## src/rtl/rs_intlv_blk_sched.sv

```systemverilog
// rs_intlv_blk_sched
//   Block-framing scheduler placed in front of rs_interleaver_xpm. It cuts an
//   arbitrary source symbol stream into exact TOT = D*N symbol blocks. A partial
//   block is padded with FILL symbols when the source ends a frame (s_last) or
//   when flush_req is pulsed. New blocks start only while en is high. Once a
//   block has started it always runs to completion, so the interleaver never
//   sees a torn block.
//
// Handshake: a transfer happens on a rising clk edge where valid & ready are
//   both high. s_ready may depend combinationally on m_ready. m_* are held
//   stable while m_valid & !m_ready.
//
// Ports
//   clk, rst_n        core clock; asynchronous active-low reset
//   en                1 = new blocks may start
//   flush_req         pulse: pad out the current partial block
//   s_valid/s_ready   source handshake; s_data symbol, s_last end-of-frame
//   m_valid/m_ready   handshake towards the interleaver; m_data symbol
//   m_block_start     m_data is index 0 of a block
//   m_block_last      m_data is index TOT-1 of a block
//   m_fill            m_data is a pad symbol
//   busy              FSM not idle, or output register occupied
//   blk_cnt           completed blocks (wraps)
//   pad_cnt           pad symbols emitted (saturates)
module rs_intlv_blk_sched #(
    parameter int            D    = 8,
    parameter int            N    = 7,
    parameter int            W    = 8,
    parameter logic [W-1:0]  FILL = '0
) (
    input  logic         clk,
    input  logic         rst_n,
    input  logic         en,
    input  logic         flush_req,
    input  logic         s_valid,
    input  logic [W-1:0] s_data,
    input  logic         s_last,
    output logic         s_ready,
    output logic         m_valid,
    output logic [W-1:0] m_data,
    input  logic         m_ready,
    output logic         m_block_start,
    output logic         m_block_last,
    output logic         m_fill,
    output logic         busy,
    output logic [31:0]  blk_cnt,
    output logic [15:0]  pad_cnt
);

    localparam int            TOT      = D * N;
    localparam int            IW       = (TOT > 1) ? $clog2(TOT) : 1;
    localparam logic [IW-1:0] LAST_IDX = IW'(TOT - 1);

    typedef enum logic [1:0] {
        ST_IDLE = 2'd0,
        ST_FILL = 2'd1,
        ST_PAD  = 2'd2
    } state_t;

    state_t        state;
    state_t        state_nxt;
    logic [IW-1:0] sym_idx;
    logic          run;       // low during and for one cycle after reset
    logic          load;      // output register can take a new symbol
    logic          s_fire;
    logic          pad_load;
    logic          out_load;
    logic          idx_last;

    always_comb begin
        load     = !m_valid || m_ready;
        idx_last = (sym_idx == LAST_IDX);
        s_ready  = 1'b0;
        case (state)
            ST_IDLE: s_ready = run && en && load;
            ST_FILL: s_ready = load;
            default: s_ready = 1'b0;
        endcase
        s_fire   = s_valid && s_ready;
        pad_load = (state == ST_PAD) && load;
        out_load = s_fire || pad_load;
    end

    // In ST_FILL sym_idx is never 0, so a flush there always has data to pad.
    // A symbol accepted together with flush_req is taken first; if it closes
    // the block the flush has nothing left to do.
    always_comb begin
        state_nxt = state;
        case (state)
            ST_IDLE: begin
                if (s_fire) begin
                    if (idx_last)    state_nxt = ST_IDLE;
                    else if (s_last) state_nxt = ST_PAD;
                    else             state_nxt = ST_FILL;
                end
            end
            ST_FILL: begin
                if (s_fire) begin
                    if (idx_last)                    state_nxt = ST_IDLE;
                    else if (s_last || flush_req)    state_nxt = ST_PAD;
                end else if (flush_req) begin
                    state_nxt = ST_PAD;
                end
            end
            ST_PAD: begin
                if (load && idx_last) state_nxt = ST_IDLE;
            end
            default: state_nxt = ST_IDLE;
        endcase
    end

    always_ff @(posedge clk or negedge rst_n) begin
        if (!rst_n) begin
            state         <= ST_IDLE;
            sym_idx       <= '0;
            run           <= 1'b0;
            m_valid       <= 1'b0;
            m_data        <= '0;
            m_block_start <= 1'b0;
            m_block_last  <= 1'b0;
            m_fill        <= 1'b0;
            blk_cnt       <= '0;
            pad_cnt       <= '0;
        end else begin
            run   <= 1'b1;
            state <= state_nxt;
            if (out_load) begin
                m_valid       <= 1'b1;
                m_data        <= pad_load ? FILL : s_data;
                m_fill        <= pad_load;
                m_block_start <= (sym_idx == '0);
                m_block_last  <= idx_last;
                sym_idx       <= idx_last ? '0 : sym_idx + 1'b1;
                if (idx_last) blk_cnt <= blk_cnt + 32'd1;
                if (pad_load && pad_cnt != 16'hFFFF) pad_cnt <= pad_cnt + 16'd1;
            end else if (load) begin
                m_valid       <= 1'b0;
                m_block_start <= 1'b0;
                m_block_last  <= 1'b0;
                m_fill        <= 1'b0;
            end
        end
    end

    assign busy = (state != ST_IDLE) || m_valid;

endmodule

```

## config.mk

```make
export PLATFORM = sky130hd
export DESIGN_NAME = rs_intlv_blk_sched
export DESIGN_NICKNAME = d
export VERILOG_FILES = /design/src/rtl/rs_intlv_blk_sched.sv
export SDC_FILE = /design/constraint.sdc
export NUM_CORES = 1
export LEC_CHECK = 0
export ABC_CLOCK_PERIOD_IN_PS = 3200
export CORE_MARGIN = 5
export CORE_UTILIZATION = 45
export DETAILED_ROUTE_END_ITERATION = 10
export DONT_BUFFER_PORTS = 1
export PLACE_DENSITY_LB_ADDON = 0.3
export RECOVER_POWER = 25
export SYNTH_ARGS = -nofsm -noshare
export SYNTH_HDL_FRONTEND = slang
export SYNTH_SLANG_ARGS = --single-unit
```

## constraint.sdc

```tcl
create_clock -name clk -period 3.2 [get_ports clk]
set_input_delay 0.48 -clock clk [delete_from_list [all_inputs] [get_ports clk]]
set_output_delay 0.48 -clock clk [all_outputs]
set_load 0.01 [all_outputs]
```

==> impl_metrics.tcl, run 1 <==
set metrics [dict create \
    syn_nets 320 \
    drt-initial-drc-count 94 \
    use_met2 0.242 \
    synth_top_area_share 0.528 \
    synth.yosys.seq_area_share 0.528 \
    path_cells "ha_1 -> nand2_1 -> nor2b_1 -> o211ai_2 -> nor4_1 -> xor2_1" \
    r2r-end "blk_cnt[27]$_DFFE_PN0P_" \
    htree_levels 3 \
    clkPwrFrac 0.359 \
    intPower_mw 1.78 \
    cp_data_required_time_ns 3.46 \
    gr-usage-met3 0.0773 \
    max_stage_delay_ns 0.58 \
    die_w_um 95.2 \
    grt_use_met1 0.195 \
    synthesis.instances 301 \
    die_area_mm2 0.00907 \
    grt_pass1_wl_mm 11.2 \
    cts-buffers-inserted 9 \
    cpMaxStageDelayCell "nor2b_1" \
    switching_share 0.313 \
    io-pin-count 77 \
    synth_seq_cells 69 \
    peakVddDrop_v 0.000374 \
    synth_area_leaders "dfrtp_1 53%, xor2_1 7.0%, xnor2_1 4.8%" \
    crit_arrival_ns 2.72 \
    drive_above_1_share 0.105 \
    r2r_cells 6 \
    fin_nets 327 \
    place_inst 395 \
    initial_utilization 0.456 \
    crit_type "flip-flop to flip-flop" \
    port_buffers 0 \
    drt-vias-per-instance 5.48 \
    grtUsageTotal 0.160 \
    ys_warn_count 0 \
    max_slew.worst_pin.slew_ns 1.69 \
    violations "capacitance limit, slew limit" \
    busiest_layer "met2" \
    grt_max_degree 70 \
    synth-edff-count 0 \
    cts_tree "yes" \
    routed_wl_mm 6.77 \
    fin_worst_skew_ns 0.0125 \
    hp-class "primary input to flip-flop" \
    crit_path_start_kind "flip-flop" \
    clk_pin_slew_ns 0.07 \
    maxSlewHeadroom -0.124 \
    post-cts-setup-buffer-count 0 \
    cts_hold_buf 1 \
    slew_violations 70 \
    final_antenna_net_count 0 \
    p_seq_frac 0.470 \
    area_delta_synth_final_pct 11.0 \
    final_cells 412 \
    grt-ovfl-total 0 \
    switchingPower_mw 0.812 \
    netlist.top_cell.by_area "dfrtp_1" \
    coreArea_mm2 0.00718 \
    status "finished, violations left" \
    synthDistinctLibCells 46 \
    r2r_slack_ns 0.73 \
    endpoint_kind "flip-flop" \
    drt-pass1-iter-count 4 \
    fmax_ghz 0.406 \
    grt_pass1_vias 2303 \
    insertion_delay_ns 0.34 \
    fillers 663 \
    cap_violations 1 \
    hold_viol 0 \
    whs_path_depth 1 \
    drt-wirelength-per-cell_um 16.4 \
    async_flop_share 1.00 \
    p_per_area_mw_per_mm2 714 \
    insertedDiodeCount 0 \
    setup_viol 0 \
    synth.avg_cell_area_um2 10.9 \
    die-height_um 95.2 \
    finalSetupTns_ns 0 \
    syn-cell-area_mm2 0.00327 \
    r2r-start "sym_idx[0]$_DFFE_PN0P_" \
    gp_congestion 0.830 \
    hold_end "state[0]$_DFFE_PN0P_" \
    p_comb_frac 0.172 \
    dp.final_hpwl_mm 4.81 \
    worstPathMaxFanout 13 \
    clock_sinks 69 \
    drc_errors 0 \
    postCtsResizedCells 0 \
    cts-root-buf "clkbuf_8" \
    rsz0062_at_grt "false" \
    hp-start "flush_req" \
    clk_path_buf_depth 2 \
    rows 31 \
    ys.flop_type "dfrtp_1" \
    fin_crit_ns 2.47 \
    antenna_found_initial 0 \
    p_leak_nw 1.65 \
    period_share 0.771 \
    vias 2256 \
]
==> cell usage after synthesis, drive strengths merged, types with 2 or more instances <==
| cell type | instances |
|---|---|
| a21oi | 10 |
| a31oi | 2 |
| and2 | 2 |
| and3 | 8 |
| and3b | 2 |
| and4 | 4 |
| buf | 5 |
| clkbuf | 2 |
| dfrtp | 69 |
| ha | 4 |
| inv | 5 |
| mux2 | 3 |
| nand2 | 40 |
| nand2b | 5 |
| nand3 | 20 |
| nand4 | 10 |
| nor2 | 17 |
| nor2b | 2 |
| nor3 | 12 |
| nor4 | 12 |
| o21ai | 7 |
| o31ai | 2 |
| xnor2 | 18 |
| xor2 | 26 |
==> worst max path at each step <==
stage / startpoint / end / slack, ns / cells after the start
after floorplan: m_ready / blk_cnt[28]$_DFFE_PN0P_ / 1.41 / 6
after global placement: sym_idx[0]$_DFFE_PN0P_ / blk_cnt[27]$_DFFE_PN0P_ / 0.88 / 6
after detailed placement: sym_idx[0]$_DFFE_PN0P_ / blk_cnt[27]$_DFFE_PN0P_ / 0.77 / 6
after CTS: sym_idx[0]$_DFFE_PN0P_ / blk_cnt[27]$_DFFE_PN0P_ / 0.77 / 6
after global routing: sym_idx[0]$_DFFE_PN0P_ / blk_cnt[27]$_DFFE_PN0P_ / 0.48 / 6
final: sym_idx[0]$_DFFE_PN0P_ / blk_cnt[27]$_DFFE_PN0P_ / 0.73 / 6
==> routing by layer <==
metal | part of all wire | vias up
met4 | 0.011 | 0
met3 | 0.13 | 8
met2 | 0.45 | 94
met1 | 0.42 | 1072
met5 | 0 | -
li1 | - | 1082
==> cell usage in the layout, fill, tap and decap left out, types with 2 or more instances in the layout <==
master       n
clkinvlp_4   2
nor4_2       4
nand3_1     19
bufinv_16    4
o31ai_1      2
nor4_1       8
nand2_1     40
nand2b_1     4
nor2b_1      2
nand4_1      9
buf_4        2
dfrtp_1     69
xor2_1      26
ha_1         4
and2_1       2
o21ai_0      6
clkbuf_8     9
a31oi_1      2
a21oi_1     10
xnor2_1     18
and3b_1      2
nor3_1      12
nor2_1      17
and3_1       8
inv_1        5
mux2_2       3
and4_1       3
==> logic make-up (layout without fill, tap and decap cells) <==
| family | Yosys count | in the layout | synth area share |
|---|---|---|---|
| and+or+nand+nor | 138 | 138 | 0.237 |
| adders and majority gates | 4 | 4 | 0.0153 |
| DFF | 69 | 69 | 0.528 |
| other | 1 | 1 | 0.00115 |
| AOI/OAI and AO/OA | 30 | 30 | 0.0700 |
| muxes | 3 | 3 | 0.0103 |
| buffers and inverters | 12 | 24 | 0.0203 |
| xor gates and xnor gates | 44 | 44 | 0.118 |
==> area by class of cell <==
type / count / area (um^2) / area share
repair buffers: 3 / 20.0 / 0.00552
clock inverters: 6 / 135 / 0.0372
flip-flops and latches: 69 / 1730 / 0.476
inverters: 5 / 18.8 / 0.00517
well taps: 99 / 124 / 0.0341
clock buffers: 10 / 128 / 0.0352
multi-input cells: 220 / 1480 / 0.407
==> power by group through the flow <==
stage	clock network (mW)	registers (mW)	logic (mW)
2_1_floorplan	0	1.19	0.363
3_3_place_gp	0	1.23	0.420
3_5_place_dp	0	1.23	0.431
4_1_cts	0.949	1.22	0.455
5_1_grt	0.990	1.24	0.517
6_report	0.929	1.22	0.445
==> worst max-delay path, delay by kind of cell (launching register included) <==
family / cells / cell delay [ns]
compound gates: 1 / 0.46
xor+xnor: 1 / 0.17
fa+ha+maj: 1 / 0.22
flops: 1 / 0.39
simple gates: 3 / 1.15
==> flip-flops by register name (all words and copies together), names as in the netlist <==
name,count
run,1
m_data,8
state,2
blk_cnt,32
m_fill,1
sym_idx,6
m_valid,1
m_block_last,1
pad_cnt,16
m_block_start,1
==> per-stage QoR <==
| step | power, mW | hold WS [ns] | cell area, um^2 | util | worst slack [ns] |
|---|---|---|---|---|---|
| 6_report | 2.59 | 0.238 | 3630 | 0.506 | 0.734 |
| 5_1_grt | 2.75 | 0.217 | 3630 | 0.506 | 0.477 |
| 4_1_cts | 2.62 | 0.0204 | 3650 | 0.509 | 0.766 |
| 3_5_place_dp | 1.66 | 0.186 | 3360 | 0.468 | 0.766 |
| 3_3_place_gp | 1.65 | 0.187 | 3360 | 0.468 | 0.876 |
| 2_1_floorplan | 1.55 | 0.184 | 3270 | - | 1.41 |
(Power assumes the default switching activity.)
==> run 2: changes to the inputs <==
Settings changed: ABC_CLOCK_PERIOD_IN_PS 3200 to 2020.
Clock period 3.2 ns to 2.02 ns, I/O delays scaled along.
==> run 2 against run 1 <==
The run now ends clean. Register-to-register slack got worse by 0.58 ns. Sequential cell count unchanged. Sequential share of layout area decreased by 2.1 points. Clock skew fell by 0.0040 ns. Count of clock-buffer cells in the layout unchanged. First-iteration DRC count decreased by 4.3%. Die area is the same. Utilization increased by 2.4 points. Fmax increased by 32%.
==> impl_metrics.tcl, run 2 (same netlist as run 1, synthesis figures left out) <==
set metrics [dict create \
    grt_pass1_wl_mm 11.6 \
    hp-start "flush_req" \
    fillers 653 \
    insertedDiodeCount 0 \
    vias 2367 \
    finalSetupTns_ns 0 \
    grtUsageTotal 0.166 \
    cts-root-buf "clkbuf_8" \
    p_leak_nw 1.77 \
    r2r_slack_ns 0.15 \
    die_w_um 95.2 \
    hold_end "state[0]$_DFFE_PN0P_" \
    hp-class "primary input to flip-flop" \
    port_buffers 0 \
    drt-pass1-iter-count 4 \
    drive_above_1_share 0.172 \
    crit_path_start_kind "flip-flop" \
    slew_violations 0 \
    crit_arrival_ns 2.12 \
    regMostFlops "blk_cnt" \
    fin_nets 351 \
    r2r-end "blk_cnt[29]$_DFFE_PN0P_" \
    endpoint_kind "flip-flop" \
    cts_tree "yes" \
    die_area_mm2 0.00907 \
    grt_pass1_vias 2404 \
    top_regs "blk_cnt x32, pad_cnt x16, m_data x8" \
    initial_utilization 0.456 \
    regArea_mm2 0.00173 \
    rsz0062_at_grt "false" \
    max_slew.worst_pin.slew_ns 0.945 \
    insertion_delay_ns 0.33 \
    coreArea_mm2 0.00718 \
    io-pin-count 77 \
    p_per_area_mw_per_mm2 1090 \
    final_common_cell "dfrtp_1" \
    layout_common_cells "69 x dfrtp_1, 40 x nand2_1, 26 x xor2_1" \
    drt-vias-per-instance 5.43 \
    period_share 0.923 \
    worstPathMaxFanout 9 \
    post-cts-setup-buffer-count 0 \
    maxSlewHeadroom 0.370 \
    fin_worst_skew_ns 0.00846 \
    dp.final_hpwl_mm 5.18 \
    area_delta_synth_final_pct 16.2 \
    r2r_cells 6 \
    drt-wirelength-per-cell_um 16.3 \
    clk_path_buf_depth 2 \
    cp_data_required_time_ns 2.28 \
    status "finished clean" \
    setup_viol 0 \
    whs_path_depth 1 \
    clock_sinks 69 \
    hold_viol 0 \
    die-height_um 95.2 \
    final_antenna_net_count 0 \
    clk_pin_slew_ns 0.07 \
    cts-buffers-inserted 9 \
    multi_input_area_mm2 0.00148 \
    r2r-start "state[1]$_DFFE_PN0P_" \
    crit_type "flip-flop to flip-flop" \
    grt_max_degree 70 \
    cap_violations 0 \
    power_mw 4.12 \
    largest_reg_flops 32 \
    peakVddDrop_v 0.000429 \
    rows 31 \
    gp_congestion 0.810 \
    fin_crit_ns 1.87 \
    drc_errors 0 \
    antenna_found_initial 0 \
    grt-ovfl-total 0 \
    fmax_ghz 0.536 \
    routed_wl_mm 7.12 \
    htree_levels 3 \
    drt-initial-drc-count 90 \
]
run 2: final cells by class:
| class | count | area share |
|---|---|---|
| clock buffer | 10 | 0.0362 |
| clock inverter | 6 | 0.0287 |
| tap | 99 | 0.0326 |
| multi-input combinational | 220 | 0.389 |
| inverter | 5 | 0.00494 |
| sequential | 69 | 0.455 |
| timing repair buffer | 27 | 0.0540 |
run 2: power by group:
group | leakage (nW) | switching [mW] | internal, mW
Sequential | 0.906 | 0.275 | 1.60
Combinational | 0.742 | 0.522 | 0.354
Clock | 0.127 | 0.522 | 0.854
Total | 1.77 | 1.32 | 2.81
run 2: metrics by stage:
step / util / setup WS [ns] / cell area, um^2 / std cells / hold WS, ns
6_report: 0.529 / 0.155 / 3800 / 436 / 0.0589
4_1_cts: 0.532 / 0.0812 / 3820 / 436 / 0.0474
5_1_grt: 0.529 / 0.00350 / 3800 / 436 / 0.0330
3_5_place_dp: 0.492 / 0.107 / 3530 / 418 / 0.0104
2_1_floorplan: - / 0.244 / 3270 / 301 / 0.00741
3_3_place_gp: 0.492 / 0.202 / 3530 / 418 / 0.0104
run 2: metal layers:
layer  GRT usage  part of all wire
met1       0.212              0.43
met2       0.251              0.45
met3      0.0695              0.11
met4      0.0601             0.012
met5           0                 0
run 2: how the worst max path moves through the flow:
stage                           start                       to  depth (start not counted)
2_1_floorplan  pad_cnt[0]$_DFFE_PN0P_   pad_cnt[1]$_DFFE_PN0P_                          5
3_3_place_gp     state[1]$_DFFE_PN0P_  blk_cnt[29]$_DFFE_PN0P_                          6
3_5_place_dp     state[1]$_DFFE_PN0P_  blk_cnt[29]$_DFFE_PN0P_                          6
4_1_cts          state[1]$_DFFE_PN0P_  blk_cnt[29]$_DFFE_PN0P_                          6
5_1_grt        sym_idx[0]$_DFFE_PN0P_  blk_cnt[30]$_DFFE_PN0P_                          7
6_report         state[1]$_DFFE_PN0P_  blk_cnt[29]$_DFFE_PN0P_                          6
run 2: worst max-delay path: stages, from the launching register on:
cell,delay [ns]
dfrtp_1,0.43
and2b_1,0.27
and3_2,0.27
o211ai_2,0.17
buf_4,0.23
nor3_1,0.24
xor2_1,0.17
run 2: repair_timing:
| action | CTS | global route |
|---|---|---|
| endpoints found under the hold margin | 69 | 0 |
| endpoints found under the setup margin | 0 | 2 |
| hold buffers | 2 | 0 |
| gates resized for setup | 0 | 1 |
==> RTL change 1, RTL diff (flow settings as in run 1) <==
`N`: 7 -> 6.
--- a/src/rtl/rs_intlv_blk_sched.sv
+++ b/src/rtl/rs_intlv_blk_sched.sv
@@ -26,3 +26,3 @@
     parameter int            D    = 8,
-    parameter int            N    = 7,
+    parameter int            N    = 6,
     parameter int            W    = 8,
Formal check against the unedited RTL: same outputs for any inputs over 10 cycles, from zero or initial values and one cycle with rst_n low; that may be too few to reach the edited logic, so the function may still have changed.
==> RTL change 1 against run 1 <==
Global-route usage up 0.055 points. Worst setup slack gained 0.090 ns. Fmax grew 3.8%. Final area fell by 0.34%. Combinational power rose by 2%. Cell count rose by 3.4%. Area after synthesis about the same. Sequential cell count unchanged. Sequential share of layout area rose by 0.16 points. Total power decreased by 0.56%. Clock power shrank 6.4%. The run still ends with max-capacitance violations, max-slew violations left. Wire length grew 1.2%. Highest routed layer unchanged.
==> RTL change 1: results (changes against run 1) <==
- Sequential fraction of the synthesis area: 0.528 (about the same)
- All-Layer GR Usage: 0.161 (+0.000545)
- Area contributors post-synth: dfrtp_1 (53%), xor2_1 (7.8%), nand2_1 (5.4%)
- Vias per cell: 5.33 (-2.6%)
- Reg2Reg Depth: 5 (-1)
- Post-Synth Adder-Cell Area: 0.0153 (about the same)
- Buffer depth of the longest clock path: 2 (unchanged)
- FF-to-FF setup slack: 0.82 ns (+0.09 ns)
- Data arrival time of the critical path: 2.64 ns (-0.08 ns)
- Initial drt markers: 104 (+11%)
- Clock Skew: 0.00867 ns (-0.00380 ns)
- Post-Route WL: 6.85 mm (+1.2%)
- Outcome: finished, violations left
- Xor and xnor area share after synthesis: 0.123 (+0.00526)
- Synth Area in Compound Gates: 0.0631 (-0.00694)
- CP max stage delay: 0.53 ns (-0.05 ns)
- Post-DP HPWL: 4.93 mm (+2.5%)
- Maximum VDD drop: 583 uV (+56%)
- Capturing point of the worst reg2reg path: blk_cnt[29]$_DFFE_PN0P_
- Measured slew at the worst slew-check pin: 1.68 ns (-0.00589 ns)
- Synth cell types: 42 (-8.7%)
- Setup WS pre-CTS: 0.814 ns (+0.0480 ns)
- RePlAce Congestion: 0.810 (-2.4%)
- Pins Over Slew Limit: 70 (unchanged)
- Failing checks: max-capacitance violations, max-slew violations
- Max cap viols: 1 (unchanged)
- Multiplexer area fraction after synthesis: 0.00994 (-0.000390)
- Syn Nets: 334 (+4.4%)
- Cell-internal power: 1.73 mW (-2.6%)
- Hold depth: 1 (unchanged)
- CP max-delay cell: nor3_4
- Synth cell count leaders: dfrtp_1 (69), nand2_1 (47), nor2_1 (29), xor2_1 (29), nand3_1 (19)
- Worst hold slack: 0.231 ns (-0.00684 ns)
- Share of cells above drive strength 1: 0.110 (+0.00466)
- Top delay family on crit path: simple AND/OR/NAND/NOR gates
- Post-synth top area share: 0.528 (about the same)
- Fillers: 655 (-1.2%)
- Vias in the first global route: 2296 (-0.30%)
- Worst Path Max Fanout: 16 (+3)
- First-pass GRT wire length: 11.4 mm (+1.1%)
- R2r startpoint: m_valid$_DFFE_PN0P_
- Final nets: 341 (+4.3%)
- Largest regs: blk_cnt x32, pad_cnt x16, m_data x8
- Leak Pwr: 1.72 nW (+3.9%)
RTL change 1: cells by family after synthesis:
family / Yosys count
buffers and inverters: 17
and+or+nand+nor: 145
adders and majority gates: 4
DFF: 69
AOI/OAI and AO/OA: 30
other: 1
muxes: 3
xor gates and xnor gates: 46
RTL change 1: cell type report:
cell class	count	area, um2	share of cell area
sequential	69	1730	0.478
timing repair buffer	2	12.5	0.00346
inverter	11	41.3	0.0114
clock buffer	10	138	0.0381
multi-input combinational	229	1460	0.405
tap	99	124	0.0343
clock inverter	6	110	0.0304
RTL change 1: power by group through the flow:
stage	registers (mW)	logic (mW)	clock network, mW
floorplan	1.21	0.379	0
global placement	1.26	0.435	0
detailed placement	1.26	0.446	0
CTS	1.25	0.466	0.895
global route	1.27	0.533	0.926
finish	1.25	0.456	0.870
RTL change 1: worst max-delay path by stage:
stage | startpoint | end | cells after the start | slack [ns]
global route | m_valid$_DFFE_PN0P_ | blk_cnt[27]$_DFFE_PN0P_ | 5 | 0.63
floorplan | m_ready | blk_cnt[19]$_DFFE_PN0P_ | 7 | 1.48
global placement | m_valid$_DFFE_PN0P_ | blk_cnt[29]$_DFFE_PN0P_ | 5 | 0.89
detailed placement | m_valid$_DFFE_PN0P_ | blk_cnt[29]$_DFFE_PN0P_ | 5 | 0.81
finish | m_valid$_DFFE_PN0P_ | blk_cnt[29]$_DFFE_PN0P_ | 5 | 0.82
CTS | m_valid$_DFFE_PN0P_ | blk_cnt[29]$_DFFE_PN0P_ | 5 | 0.80
RTL change 1: what timing repair did:
| action | in CTS | in global routing |
|---|---|---|
| buffers inserted | 0 | 0 |
| endpoints found under the hold margin | 69 | 0 |
| hold buffers | 1 | 0 |
| setup endpoints to repair | 0 | 0 |
RTL change 1: stage by stage:
| step | instances | util | power, mW | instance area (um2) |
|---|---|---|---|---|
| after floorplan | 315 | - | 1.59 | 3270 |
| after global placement | 409 | 0.469 | 1.69 | 3360 |
| after detailed placement | 409 | 0.469 | 1.71 | 3360 |
| after CTS | 426 | 0.507 | 2.61 | 3640 |
| after global routing | 426 | 0.504 | 2.73 | 3620 |
| final | 426 | 0.504 | 2.57 | 3620 |
RTL change 1: layer usage:
layer  GRT usage  wire (um)
met1       0.208       3030
met2       0.254       3200
met3      0.0434        483
met4      0.0685        132
met5           0          0
==> RTL change 2, RTL diff (flow settings as in run 1) <==
Made on the original files. Encoding of `state_t`: now one-hot (3 bits for 3 states).
--- a/src/rtl/rs_intlv_blk_sched.sv
+++ b/src/rtl/rs_intlv_blk_sched.sv
@@ -53,6 +53,6 @@
 
-    typedef enum logic [1:0] {
-        ST_IDLE = 2'd0,
-        ST_FILL = 2'd1,
-        ST_PAD  = 2'd2
+    typedef enum logic [2:0] {
+        ST_IDLE = 3'b001,
+        ST_FILL = 3'b010,
+        ST_PAD  = 3'b100
     } state_t;
Behaviour: same outputs for any inputs over 10 cycles, from zero or initial values and one cycle with rst_n low; not proved beyond that.
==> RTL change 2 against run 1 <==
Count of clock-buffer cells in the layout increased by 1. Wire length grew 2.3%. Sequential cell count up 1. Final area up 2.7%. Combinational power up 2%. The flow still finishes with violations (max-capacitance violations, max-slew violations). Worst setup slack improved by 0.19 ns. Total power shrank 7.9%. Highest routed layer unchanged. Area after synthesis is 4.7% higher. Sequential share of layout area down 0.53 points.
==> RTL change 2: results (changes against run 1) <==
- Pins Over Slew Limit: 71 (+1.4%)
- RePlAce Congestion: 0.853 (+2.7%)
- Post-DP HPWL: 5.04 mm (+4.8%)
- Leak Pwr: 1.72 nW (+4.0%)
- First-pass GRT wire length: 11.5 mm (+2.2%)
- Final nets: 338 (+3.4%)
- Vias: 2321 (+2.9%)
- All-Layer GR Usage: 0.153 (-0.00708)
- Slew margin rel.: -0.133 (-0.00867)
- Share of cells above drive strength 1: 0.133 (+0.0273)
- Reg2Reg Depth: 4 (-2)
- Failing checks: max-capacitance violations, max-slew violations
- Sequential fraction of the synthesis area: 0.512 (-0.0163)
- Maximum VDD drop: 268 uV (-28%)
- Worst Path Max Fanout: 12 (-1)
- Multiplexer area fraction after synthesis: 0.0230 (+0.0127)
- First-pass iteration count of the detailed router: 5 (+1)
- Area contributors post-synth: dfrtp_1 (50%), xnor2_1 (5.9%), xor2_1 (5.4%)
- CP max stage delay: 0.64 ns (+0.06 ns)
- Synth cell types: 52 (+13%)
- Clock Skew: 0.00891 ns (-0.00356 ns)
- Max cap viols: 1 (unchanged)
- Post-Route WL: 6.92 mm (+2.3%)
- Switching share of total power: 0.326 (+0.0123)
- Xor and xnor area share after synthesis: 0.113 (-0.00534)
- Synth cell count leaders: dfrtp_1 (69), nor2_1 (28), nand2_1 (23), xnor2_1 (23), xor2_1 (21)
- Data arrival time of the critical path: 2.51 ns (-0.21 ns)
- Outcome: finished, violations left
- Syn Nets: 330 (+3.1%)
- Vias in the first global route: 2166 (-5.9%)
RTL change 2: worst paths after layout:
check | from | endpoint | slack [ns]
max in group asynchronous | rst_n | sym_idx[4]$_DFFE_PN0P_ | 1.61
setup / recovery | state[0]$_DFFE_PN1P_ | blk_cnt[1]$_DFFE_PN0P_ | 0.92
hold / removal | s_data[3] | m_data[3]$_DFFE_PN0P_ | 0.27
hold reg to reg | blk_cnt[31]$_DFFE_PN0P_ | blk_cnt[31]$_DFFE_PN0P_ | 0.54
min in group asynchronous | rst_n | pad_cnt[0]$_DFFE_PN0P_ | 0.57
setup reg to reg | state[0]$_DFFE_PN1P_ | blk_cnt[1]$_DFFE_PN0P_ | 0.92
RTL change 2: final cells by class:
type | count | area (um2) | share of cell area
repair buffers | 1 | 5.00 | 0.00134
multi-input cells | 225 | 1590 | 0.427
inverters | 12 | 45.0 | 0.0121
well taps | 99 | 124 | 0.0333
clock buffers | 11 | 151 | 0.0406
clock inverters | 5 | 57.6 | 0.0155
flip-flops and latches | 70 | 1750 | 0.471
RTL change 2: repair_timing:
action | 4_1_cts | 5_1_grt
gates resized for setup | 0 | 0
buffers inserted | 0 | 0
endpoints found under the hold margin | 70 | 0
hold buffers | 1 | 0
setup endpoints to repair | 0 | 0
RTL change 2: power by group through the flow:
| stage | clock network, mW | logic, mW | registers [mW] |
|---|---|---|---|
| global route | 0.804 | 0.521 | 1.22 |
| detailed placement | 0 | 0.441 | 1.21 |
| finish | 0.738 | 0.455 | 1.19 |
| floorplan | 0 | 0.406 | 1.16 |
| CTS | 0.761 | 0.464 | 1.19 |
| global placement | 0 | 0.426 | 1.20 |
RTL change 2: cells by family after synthesis:
kind of cell | after synthesis
simple gates | 135
flops | 70
xor+xnor | 44
compound gates | 34
buf+inv | 16
mux | 7
fa+ha+maj | 4
other cells | 1
RTL change 2: metrics by stage:
step           instances   util  setup WS (ns)
2_1_floorplan        311      -           1.26
3_3_place_gp         406  0.479          0.992
3_5_place_dp         406  0.479          0.937
4_1_cts              423  0.511          0.927
5_1_grt              423  0.508          0.788
6_report             423  0.508          0.923
RTL change 2: per-layer routing:
layer,part of all wire,vias up,GRT usage
met4,0.019,0,0.0618
met5,0,-,0
met2,0.45,75,0.225
li1,-,1115,-
met1,0.45,1119,0.203
met3,0.082,12,0.0596
